**src/rtl/instruction_fetch_unit.sv**
```systemverilog
// Instruction fetch unit: owns the fetch PC, reads instruction memory
// combinationally, and queues {PC, instruction} pairs in a small FIFO that
// decode drains through a valid/ready handshake. A taken branch or jump from
// EX flushes the FIFO and restarts fetching at the aligned target.
//
// Handshake: IF_VALID says the FIFO head holds an instruction. A transfer
// happens on a rising edge where IF_VALID and IF_READY are both high and no
// redirect is present. While IF_VALID is high and IF_READY is low, the head
// (IF_PC, IF_INSTRUCTION) holds stable. A redirect at the same edge discards
// the transfer.
module instruction_fetch_unit #(
    parameter logic [31:0] RESET_PC  = 32'h0000_0000,
    parameter int          DEPTH     = 2,
    parameter logic [31:0] NOP_INSTR = 32'h0000_0013
) (
    input  logic        CLK,
    input  logic        RESET,
    output logic [31:0] IMEM_ADDRESS,
    input  logic [31:0] IMEM_INSTRUCTION,
    output logic        IF_VALID,
    input  logic        IF_READY,
    output logic [31:0] IF_INSTRUCTION,
    output logic [31:0] IF_PC,
    input  logic        BRANCH_TAKEN,
    input  logic [31:0] BRANCH_TARGET
);

    localparam int PTR_W = $clog2(DEPTH);
    localparam int CNT_W = $clog2(DEPTH + 1);
    localparam logic [CNT_W-1:0] DEPTH_C = CNT_W'(DEPTH);

    logic [31:0]      fetch_pc_q, fetch_pc_d;
    logic [PTR_W-1:0] wr_ptr_q, wr_ptr_d;
    logic [PTR_W-1:0] rd_ptr_q, rd_ptr_d;
    logic [CNT_W-1:0] count_q, count_d;

    logic [31:0] pc_mem_q    [DEPTH];
    logic [31:0] instr_mem_q [DEPTH];

    logic pop;
    logic fetch;

    // The target's byte offset within the word is dropped on redirect.
    logic [1:0] unused_target_lsbs;
    assign unused_target_lsbs = BRANCH_TARGET[1:0];

    // Next-state logic: redirect flushes and retargets, otherwise fetch/pop.
    always_comb begin
        pop        = (count_q != '0) && IF_READY;
        fetch      = !BRANCH_TAKEN && ((count_q < DEPTH_C) || pop);
        fetch_pc_d = fetch_pc_q;
        wr_ptr_d   = wr_ptr_q;
        rd_ptr_d   = rd_ptr_q;
        count_d    = count_q;
        if (BRANCH_TAKEN) begin
            fetch_pc_d = {BRANCH_TARGET[31:2], 2'b00};
            wr_ptr_d   = '0;
            rd_ptr_d   = '0;
            count_d    = '0;
        end else begin
            if (fetch) begin
                fetch_pc_d = fetch_pc_q + 32'd4;
                wr_ptr_d   = wr_ptr_q + PTR_W'(1);
            end
            if (pop) begin
                rd_ptr_d = rd_ptr_q + PTR_W'(1);
            end
            if (fetch && !pop) begin
                count_d = count_q + CNT_W'(1);
            end else if (pop && !fetch) begin
                count_d = count_q - CNT_W'(1);
            end
        end
    end

    // Control state: fetch PC, FIFO pointers and occupancy.
    always_ff @(posedge CLK or posedge RESET) begin
        if (RESET) begin
            fetch_pc_q <= RESET_PC;
            wr_ptr_q   <= '0;
            rd_ptr_q   <= '0;
            count_q    <= '0;
        end else begin
            fetch_pc_q <= fetch_pc_d;
            wr_ptr_q   <= wr_ptr_d;
            rd_ptr_q   <= rd_ptr_d;
            count_q    <= count_d;
        end
    end

    // FIFO storage; contents are qualified by count, so no reset is needed.
    always_ff @(posedge CLK) begin
        if (fetch) begin
            pc_mem_q[wr_ptr_q]    <= fetch_pc_q;
            instr_mem_q[wr_ptr_q] <= IMEM_INSTRUCTION;
        end
    end

    assign IMEM_ADDRESS   = fetch_pc_q;
    assign IF_VALID       = (count_q != '0);
    assign IF_INSTRUCTION = IF_VALID ? instr_mem_q[rd_ptr_q] : NOP_INSTR;
    assign IF_PC          = IF_VALID ? pc_mem_q[rd_ptr_q] : 32'h0000_0000;

endmodule

```
**config.mk**
```make
export PLATFORM = sky130hd
export DESIGN_NAME = instruction_fetch_unit
export DESIGN_NICKNAME = d
export VERILOG_FILES = /design/src/rtl/instruction_fetch_unit.sv
export SDC_FILE = /design/constraint.sdc
export NUM_CORES = 1
export LEC_CHECK = 0
export CORE_ASPECT_RATIO = 2
export CORE_MARGIN = 2
export CORE_UTILIZATION = 49
export CTS_CLUSTER_SIZE = 10
export DETAILED_ROUTE_END_ITERATION = 8
export PLACE_DENSITY_LB_ADDON = 0.12
export SETUP_SLACK_MARGIN = 0.15
export SYNTH_ARGS = -nofsm -noshare
export SYNTH_HDL_FRONTEND = slang
export SYNTH_SLANG_ARGS = --single-unit
```
**constraint.sdc**
```tcl
create_clock -name CLK -period 6.5 [get_ports CLK]
set_input_delay 0.975 -clock CLK [delete_from_list [all_inputs] [get_ports CLK]]
set_output_delay 0.975 -clock CLK [all_outputs]
set_load 0.01 [all_outputs]
```
==> results of run 1 <==
-- worst register-to-register path: stages (launching register included) --
cell	delay, ps
dfrtp_1	450
nand2b_1	480
and3_2	280
buf_4	640
-- layout make-up --
cell class / count / area (sq um)
Clock buffer: 21 / 450
Clock inverter: 11 / 215
Fill cell: 1002 / 4380
Inverter: 7 / 26.3
Multi-Input combinational cell: 305 / 1960
Sequential cell: 158 / 4580
Tap cell: 155 / 194
Timing Repair Buffer: 164 / 1630
-- cells in the final DEF (no fill, tap or decap), types with 6 or more instances in the layout --
| master | synthesis | final |
|---|---|---|
| or4_1 | 12 | 12 |
| a31oi_1 | 12 | 12 |
| o311ai_0 | 7 | 7 |
| clkbuf_16 | 0 | 17 |
| nand4_1 | 10 | 10 |
| inv_1 | 7 | 7 |
| nand2_1 | 35 | 35 |
| xor2_1 | 6 | 6 |
| nand3_1 | 11 | 11 |
| bufinv_16 | 0 | 6 |
| buf_4 | 5 | 6 |
| dfrtp_1 | 34 | 33 |
| mux2i_1 | 63 | 63 |
| clkdlybuf4s50_1 | 0 | 158 |
| nor2_1 | 79 | 78 |
| o21ai_0 | 12 | 12 |
| o31ai_1 | 10 | 10 |
| edfxtp_1 | 124 | 124 |
-- cell families after synthesis --
group                    Yosys count  synth area share, %
adder cells (fa/ha/maj)            1                0.187
buffers and inverters             38                 2.78
AND/OR/NAND/NOR                  176                 12.7
AO/OA/AOI/OAI                     50                 5.12
multiplexers                      63                 9.41
flip-flops                       158                 68.3
other                              1               0.0560
XOR/XNOR                          11                 1.44
-- sequential cells by signal, indices dropped and copies added (netlist names) --
name	count
IMEM_ADDRESS	30
rd_ptr_q	1
wr_ptr_q	1
pc_mem_q	60
instr_mem_q	64
count_q	2
-- power by group --
group          leakage (nW)  internal, W  switching, W
logic                  1.31     0.000220      0.000186
clock network         0.321     0.000731      0.000368
registers              1.56      0.00118     0.0000762
total                  3.19      0.00213      0.000630
-- synthesized netlist by cell type, drive strengths merged, types with 7 or more instances --
cell    count  area share, %
a31oi      12            1.1
buf        16            1.5
clkbuf     15           0.84
dfrtp      34             13
edfxtp    124             56
inv         7           0.39
mux2i      63            9.4
nand2      36            2.1
nand3      12            1.1
nand4      11            1.3
nor2       79            4.4
o21ai      12           0.90
o311ai      8            1.0
o31ai      10            1.1
or4        12            1.3
-- stage by stage --
| step | utilization (%) | hold WS (ps) | setup slack (ps) | power (W) |
|---|---|---|---|---|
| 2_1_floorplan | - | 505 | 308 | 0.00146 |
| 5_1_grt | 67.4 | 576 | 2710 | 0.00287 |
| 4_1_cts | 67.4 | 558 | 2810 | 0.00279 |
| 3_3_place_gp | 62.4 | 533 | 3150 | 0.00167 |
| 6_report | 67.4 | 562 | 2880 | 0.00276 |
| 3_5_place_dp | 62.4 | 538 | 3090 | 0.00169 |
-- worst paths after layout --
check / start / endpoint / depth (start not counted)
worst max register to register: count_q[1]$_DFFE_PP0P_ / instr_mem_q[1][1]$_DFFE_PP_ / 3
max in group asynchronous: RESET / rd_ptr_q$_DFFE_PP0P_ / 3
min in group asynchronous: RESET / IMEM_ADDRESS[5]$_DFFE_PP0P_ / 3
worst min register to register: IMEM_ADDRESS[26]$_DFFE_PP0P_ / pc_mem_q[1][26]$_DFFE_PP_ / 0
worst min-delay path: IMEM_ADDRESS[26]$_DFFE_PP0P_ / pc_mem_q[1][26]$_DFFE_PP_ / 0
worst max-delay path: count_q[1]$_DFFE_PP0P_ / IF_INSTRUCTION[4] / 5
-- metal layers --
layer / global-route usage, % / wire length (um) / vias to the layer above / part of all wire (%)
li1: - / - / 2162 / -
met1: 22.0 / 5450 / 2231 / 36
met2: 37.3 / 8350 / 166 / 56
met3: 4.09 / 746 / 28 / 5.0
met4: 11.0 / 431 / 0 / 2.9
met5: 0 / 0 / - / 0
==> impl_metrics.py, run 1 <==
metrics = {
    "clocking": {
        "numCtsBuffers": 17,
        "clockRootBuffer": "clkbuf_16",
        "ctsHoldBuffers": 0,
        "clk_pin_slew_ps": 60,
        "cts_resized": 0,
        "clock_path_buffers": 2,
        "cts_sinks": 158,
        "clock_latency_ps": 410,
        "cts_setup_buffers": 0,
        "htree_levels": 4,
        "cts_tree": "built",
    },
    "place": {
        "hpwlAfterDp_um": 9930,
        "dp.cells": 789,
        "place_congestion": 0.931,
        "port_buffers": 158,
        "place_area_sq_um": 8390,
    },
    "logic_synthesis": {
        "yosys_warnings": 0,
        "synth_ff_type": "edfxtp_1",
        "syn_inst": 498,
        "synth_area_sq_um": 6700,
        "synth-edff-count": 124,
        "async_reset_ff_share_pct": 21.5,
        "synth-seq-cells": 158,
        "ys_seq_area_share_pct": 68.3,
        "synth_area_per_cell_sq_um": 13.5,
        "synth.distinct_cells": 43,
    },
    "timing": {
        "fin_skew_ps": 10.9,
        "setup_tns_ps": 0,
        "relSlewSlack_pct": 26.5,
        "max_freq_mhz": 277,
        "finalHoldViolCount": 0,
        "rsz0062_at_grt": "false",
        "setup_violations": 0,
        "period_minus_slack_ps": 3620,
        "maxSlewViolCount": 0,
        "period_share_pct": 55.6,
        "worst_pin_slew_ps": 1100,
    },
    "layout": {
        "antenna_cells": 0,
        "layout-drive-gt1-share_pct": 7.66,
        "fin_area_sq_um": 9050,
        "syn_to_final_growth_pct": 35.1,
        "layout.nets": 722,
        "stdcell_count": 821,
    },
    "detailed_routing": {
        "wirelength_um": 15000,
        "postRouteAntennaNets": 0,
        "drt-initial-drc-count": 182,
        "drc": 0,
        "vias": 4587,
        "drt-pass1-iter-count": 5,
        "routed_via_density": 5.59,
        "post_drt_wl_per_cell_um": 18.2,
    },
    "worst_setup_path": {
        "crit_chain": "nor2_4, buf_4, inv_1, nand2_1, clkdlybuf4s50_1",
        "path_class": "flop to output port",
        "r2r_slack_ps": 4240,
        "required_ps": 5520,
        "critical_path.max_fanout": 43,
        "critPathMaxStageDelay_ps": 560,
        "crit_path_end_kind": "output port",
        "crit_path_start_kind": "flop",
        "critPathArrivalTime_ps": 2640,
        "critPathSlowestCell": "clkdlybuf4s50_1",
        "path_delay_family": "buffers and inverters",
        "crit_buf_inv": 3,
    },
    "global_route": {
        "antenna_found_initial": 0,
        "grt_max_degree": 64,
        "grt_remaining_overflow": 0,
        "grt_pass1_wl_um": 23000,
        "grt_pass1_vias": 4584,
        "grtUsageTotal_pct": 20.6,
    },
    "power": {
        "leakage_nw": 3.19,
        "pwr_density_cell_nw_per_um2": 305,
        "vdd_ir_drop_max_mv": 0.216,
    },
    "die": {
        "die_h_um": 169,
        "rows": 60,
        "dieArea_sq_um": 14700,
        "initial_core_util_pct": 49.9,
        "die_w_um": 86.7,
        "io_pins": 165,
        "coreArea_sq_um": 13400,
    },
    "run_status": {
        "status": "complete, no violations",
    },
    "min_path": {
        "hold_class": "flop to flop",
    },
    "flow_run": {
        "drv_cap": 0,
    },
}
No activity file was read; power rests on OpenSTA's default activity.
==> run 2: changes to the inputs <==
- clock period: 6.5 -> 3.55 ns (I/O delays scaled with it)
==> run 2 against run 1 <==
Non-clock buffer count rose by 3. Cell count increased by 0.37%. Power grew 73%. Die area did not move. Clock power increased by 56%. Sequential power rose by 80%. Sequential share of layout area rose by 0.21 points. First-iteration DRC count rose by 44%. Core utilization fell by 0.28 points. Final area fell by 0.41%. Clock-buffer cell count down 3. Critical endpoint is now IF_PC[12]. Highest routed layer unchanged.
==> impl_metrics.py, run 2 (synthesis results as in run 1) <==
metrics = {
    "detailed_routing": {
        "drc": 0,
        "wirelength_um": 15000,
        "routed_via_density": 5.60,
        "vias": 4614,
        "postRouteAntennaNets": 0,
        "drt-pass1-iter-count": 5,
        "drt-initial-drc-count": 262,
        "post_drt_wl_per_cell_um": 18.2,
    },
    "worst_setup_path": {
        "r2r_end": "IMEM_ADDRESS[30]$_DFFE_PP0P_",
        "critical_path.max_fanout": 29,
        "required_ps": 3020,
        "reg2regPathDepth": 4,
        "critPathArrivalTime_ps": 2290,
        "crit_end": "IF_PC[12]",
        "critPathSlowestCell": "clkdlybuf4s50_1",
        "crit_path_end_kind": "output port",
        "path_class": "flop to output port",
        "r2r_start": "IMEM_ADDRESS[14]$_DFFE_PP0P_",
        "r2r_slack_ps": 1410,
        "cp-startpoint": "count_q[1]$_DFFE_PP0P_",
        "crit_chain": "nor2_4, buf_4, nor2_1, clkdlybuf4s50_1",
        "crit_path_start_kind": "flop",
        "critPathMaxStageDelay_ps": 550,
    },
    "layout": {
        "largest_reg_flops": 64,
        "stdcell_count": 824,
        "final_common_cell": "clkdlybuf4s50_1",
        "fillers": 1005,
        "antenna_cells": 0,
        "syn_to_final_growth_pct": 34.6,
        "layout-drive-gt1-share_pct": 8.22,
        "largest-register": "instr_mem_q",
        "layout.nets": 725,
        "final_cell_mix": "clkdlybuf4s50_1 (158), edfxtp_1 (124), nor2_1 (78)",
    },
    "timing": {
        "setup_tns_ps": 0,
        "period_share_pct": 79.6,
        "period_minus_slack_ps": 2830,
        "fin_skew_ps": 11.5,
        "maxSlewViolCount": 0,
        "rsz0062_at_grt": "false",
        "setup_violations": 0,
        "max_freq_mhz": 354,
        "finalHoldViolCount": 0,
        "worst_pin_slew_ps": 727,
        "relSlewSlack_pct": 51.4,
    },
    "min_path": {
        "hold_class": "input port to asynchronous set/reset pin",
    },
    "power": {
        "vdd_ir_drop_max_mv": 0.347,
        "pwr_density_cell_nw_per_um2": 529,
        "leakage_nw": 3.15,
        "power_w": 0.00477,
    },
    "place": {
        "port_buffers": 158,
        "dp.cells": 792,
        "hpwlAfterDp_um": 10100,
        "place_congestion": 0.928,
    },
    "global_route": {
        "grt_pass1_wl_um": 23000,
        "grtUsageTotal_pct": 20.8,
        "grt_remaining_overflow": 0,
        "antenna_found_initial": 0,
        "grt_max_degree": 63,
        "grt_pass1_vias": 4629,
    },
    "clocking": {
        "cts_sinks": 158,
        "cts_resized": 0,
        "clock_path_buffers": 2,
        "numCtsBuffers": 17,
        "ctsHoldBuffers": 0,
        "clock_latency_ps": 410,
        "cts_tree": "built",
        "htree_levels": 4,
        "cts_setup_buffers": 0,
        "clockRootBuffer": "clkbuf_16",
        "clk_pin_slew_ps": 70,
    },
    "die": {
        "die_h_um": 169,
        "io_pins": 165,
        "coreArea_sq_um": 13400,
        "dieArea_sq_um": 14700,
        "die_w_um": 86.7,
        "rows": 60,
        "initial_core_util_pct": 49.9,
    },
    "flow_run": {
        "drv_cap": 0,
    },
    "run_status": {
        "status": "complete, no violations",
    },
}
-- run 2: cell count changes in the layout (fill, tap and decap cells not counted), sizes merged --
| cell | before | now |
|---|---|---|
| clkbuf | 21 | 18 |
| bufinv | 6 | 1 |
| inv | 7 | 12 |
| buf | 6 | 9 |
| clkinv | 4 | 3 |
| clkinvlp | 1 | 5 |
-- run 2: area by class of cell --
cell class	instances	area, sq um	share of cell area, %
timing repair buffer	167	1690	18.7
inverter	7	26.3	0.291
tap	155	194	2.15
clock buffer	18	429	4.76
sequential	158	4580	50.8
clock inverter	14	133	1.47
multi-input combinational	305	1970	21.9
-- run 2: where the power goes --
part | total (W) | internal (W) | switching (W)
logic | 0.000784 | 0.000412 | 0.000372
clock network | 0.00172 | 0.000975 | 0.000741
registers | 0.00227 | 0.00216 | 0.000110
total | 0.00477 | 0.00355 | 0.00122
-- run 2: stage by stage --
stage	setup slack (ps)	utilization, %	cell area, sq um	hold slack (ps)
global route	573	67.1	9020	569
floorplan	625	-	6720	505
finish	724	67.1	9020	536
global placement	825	62.9	8460	531
CTS	688	67.1	9020	545
detailed placement	766	62.9	8460	527
-- run 2: worst min path at each step --
stage	to	from	slack, ps	cells past startpoint
floorplan	count_q[1]$_DFFE_PP0P_	count_q[0]$_DFFE_PP0P_	500	2
global placement	pc_mem_q[0][31]$_DFFE_PP_	IMEM_ADDRESS[31]$_DFFE_PP0P_	530	0
detailed placement	pc_mem_q[0][31]$_DFFE_PP_	IMEM_ADDRESS[31]$_DFFE_PP0P_	530	0
CTS	IMEM_ADDRESS[3]$_DFFE_PP0P_	RESET	550	2
global route	pc_mem_q[1][31]$_DFFE_PP_	IMEM_ADDRESS[31]$_DFFE_PP0P_	570	0
finish	IMEM_ADDRESS[3]$_DFFE_PP0P_	RESET	540	2
-- run 2: layer usage --
metal	track usage (%)	up-vias	wire length, um
met5	0	-	0
met4	12.1	0	609
met3	4.04	34	700
met2	36.8	185	8130
met1	22.3	2225	5540
li1	-	2170	-
-- run 2: critical path, delay by kind of cell (launching register included) --
family | cells | cell delay, ps
flops | 1 | 460
buf+inv | 2 | 940
simple gates | 2 | 480
==> run 3: changes to the inputs <==
- clock period: 3.55 -> 2.8 ns (I/O delays scaled with it)
==> run 3 against run 2 <==
Final area rose by 0.90%. Worst setup slack got worse by 430 ps. Core utilization rose by 0.61 points. Via count fell by 0.22%. Clock skew fell by 0.54 ps. First-iteration DRC count fell by 22%. Critical path depth did not move. Critical path type unchanged. Largest cell class unchanged.
==> impl_metrics.py, run 3 (synthesis results as in run 1) <==
metrics = {
    "timing": {
        "setup_tns_ps": 0,
        "max_freq_mhz": 400,
        "period_share_pct": 89.4,
        "period_minus_slack_ps": 2500,
        "fin_skew_ps": 11.0,
        "setup_violations": 0,
        "whs_ps": 343,
        "rsz0062_at_grt": "false",
        "maxSlewViolCount": 0,
        "worst_pin_slew_ps": 841,
        "relSlewSlack_pct": 43.9,
        "finalHoldViolCount": 0,
    },
    "clocking": {
        "clock_latency_ps": 410,
        "cts_sinks": 158,
        "clk_pin_slew_ps": 60,
        "clock_path_buffers": 2,
        "clockRootBuffer": "clkbuf_16",
        "numCtsBuffers": 17,
        "cts_tree": "built",
        "cts_resized": 0,
        "htree_levels": 4,
    },
    "die": {
        "io_pins": 165,
        "coreArea_sq_um": 13400,
        "dieArea_sq_um": 14700,
        "die_h_um": 169,
        "die_w_um": 86.7,
        "rows": 60,
        "initial_core_util_pct": 49.9,
    },
    "layout": {
        "antenna_cells": 0,
        "syn_to_final_growth_pct": 35.8,
        "layout-drive-gt1-share_pct": 9.17,
        "final_cell_mix": "clkdlybuf4s50_1 (158), edfxtp_1 (124), nor2_1 (78)",
        "largest_reg_flops": 64,
        "layout.nets": 732,
        "largest-register": "instr_mem_q",
        "final_common_cell": "clkdlybuf4s50_1",
    },
    "worst_setup_path": {
        "crit_path_end_kind": "output port",
        "critical_path.max_fanout": 25,
        "critPathMaxStageDelay_ps": 600,
        "critPathArrivalTime_ps": 2080,
        "required_ps": 2380,
        "critPathSlowestCell": "dfrtp_4",
        "crit_chain": "buf_12, mux2i_1, nor2_1, clkdlybuf4s50_1",
        "path_class": "flop to output port",
        "crit_path_start_kind": "flop",
    },
    "run_status": {
        "status": "complete, no violations",
    },
    "detailed_routing": {
        "drc": 0,
        "postRouteAntennaNets": 0,
        "post_drt_wl_per_cell_um": 18.2,
        "drt-initial-drc-count": 204,
        "routed_via_density": 5.54,
        "vias": 4604,
        "wirelength_um": 15100,
        "drt-pass1-iter-count": 4,
    },
    "place": {
        "port_buffers": 158,
        "hpwlAfterDp_um": 10700,
        "place_congestion": 0.909,
    },
    "global_route": {
        "antenna_found_initial": 0,
        "grt_pass1_wl_um": 23200,
        "grt_remaining_overflow": 0,
        "grt_pass1_vias": 4661,
        "grt_max_degree": 63,
        "grtUsageTotal_pct": 21.0,
    },
    "flow_run": {
        "drv_cap": 0,
    },
    "power": {
        "leakage_nw": 3.21,
        "pwr_density_cell_nw_per_um2": 674,
        "vdd_ir_drop_max_mv": 0.483,
    },
    "min_path": {
        "hold_class": "input port to asynchronous set/reset pin",
    },
}
run 3: cell count changes in the layout (fill, tap and decap cells not counted), sizes merged:
cell / before / now
buf: 9 / 16
clkbuf: 18 / 20
clkinvlp: 5 / 3
inv: 12 / 10
bufinv: 1 / 2
clkinv: 3 / 4
run 3: layer usage:
layer	global-route usage (%)	wire [um]	up-vias
met3	4.72	676	29
met1	22.1	5520	2247
met5	0	0	-
li1	-	-	2181
met2	38.4	8370	147
met4	10.1	575	0
run 3: final timing paths:
| check | to | slack (ps) | depth (start not counted) | startpoint |
|---|---|---|---|---|
| setup / recovery | IF_INSTRUCTION[11] | 300 | 4 | rd_ptr_q$_DFFE_PP0P_ |
| hold / removal | IMEM_ADDRESS[13]$_DFFE_PP0P_ | 340 | 3 | RESET |
| setup reg to reg | IMEM_ADDRESS[30]$_DFFE_PP0P_ | 650 | 4 | IMEM_ADDRESS[14]$_DFFE_PP0P_ |
| hold reg to reg | pc_mem_q[1][31]$_DFFE_PP_ | 560 | 0 | IMEM_ADDRESS[31]$_DFFE_PP0P_ |
| max in group asynchronous | rd_ptr_q$_DFFE_PP0P_ | 2180 | 3 | RESET |
| min in group CLK | IMEM_ADDRESS[5]$_DFFE_PP0P_ | 560 | 3 | BRANCH_TARGET[5] |
run 3: area by class of cell:
cell class / count / area (sq um)
fill: 1021 / 4340
sequential: 158 / 4580
timing repair buffer: 174 / 1750
tap: 155 / 194
clock inverter: 12 / 136
multi-input combinational: 305 / 1970
clock buffer: 20 / 447
inverter: 7 / 26.3
run 3: per-stage QoR:
step | std cells | util, % | instance area (sq um) | worst slack [ps] | total power [W]
detailed placement | 798 | 63.3 | 8500 | 324 | 0.00395
floorplan | 501 | - | 6740 | 168 | 0.00337
CTS | 831 | 67.7 | 9100 | 287 | 0.00619
finish | 831 | 67.7 | 9100 | 297 | 0.00614
global placement | 798 | 63.3 | 8500 | 380 | 0.00392
global route | 831 | 67.7 | 9100 | 236 | 0.00638
run 3: critical path: cells and delay by family (launching register included):
| family | cells | cell delay, ps |
|---|---|---|
| DFF | 1 | 600 |
| and+or+nand+nor | 1 | 120 |
| buffers and inverters | 2 | 800 |
| muxes | 1 | 130 |
run 3: what timing repair did:
item	in CTS	in global routing
hold buffers	0	0
buffers inserted	1	0
endpoints found under the setup margin	4	0
run 3: report_power, final:
part	switching (W)	internal [W]	total [W]
Clock	0.000895	0.00134	0.00224
Combinational	0.000481	0.000534	0.00101
Sequential	0.000137	0.00275	0.00288
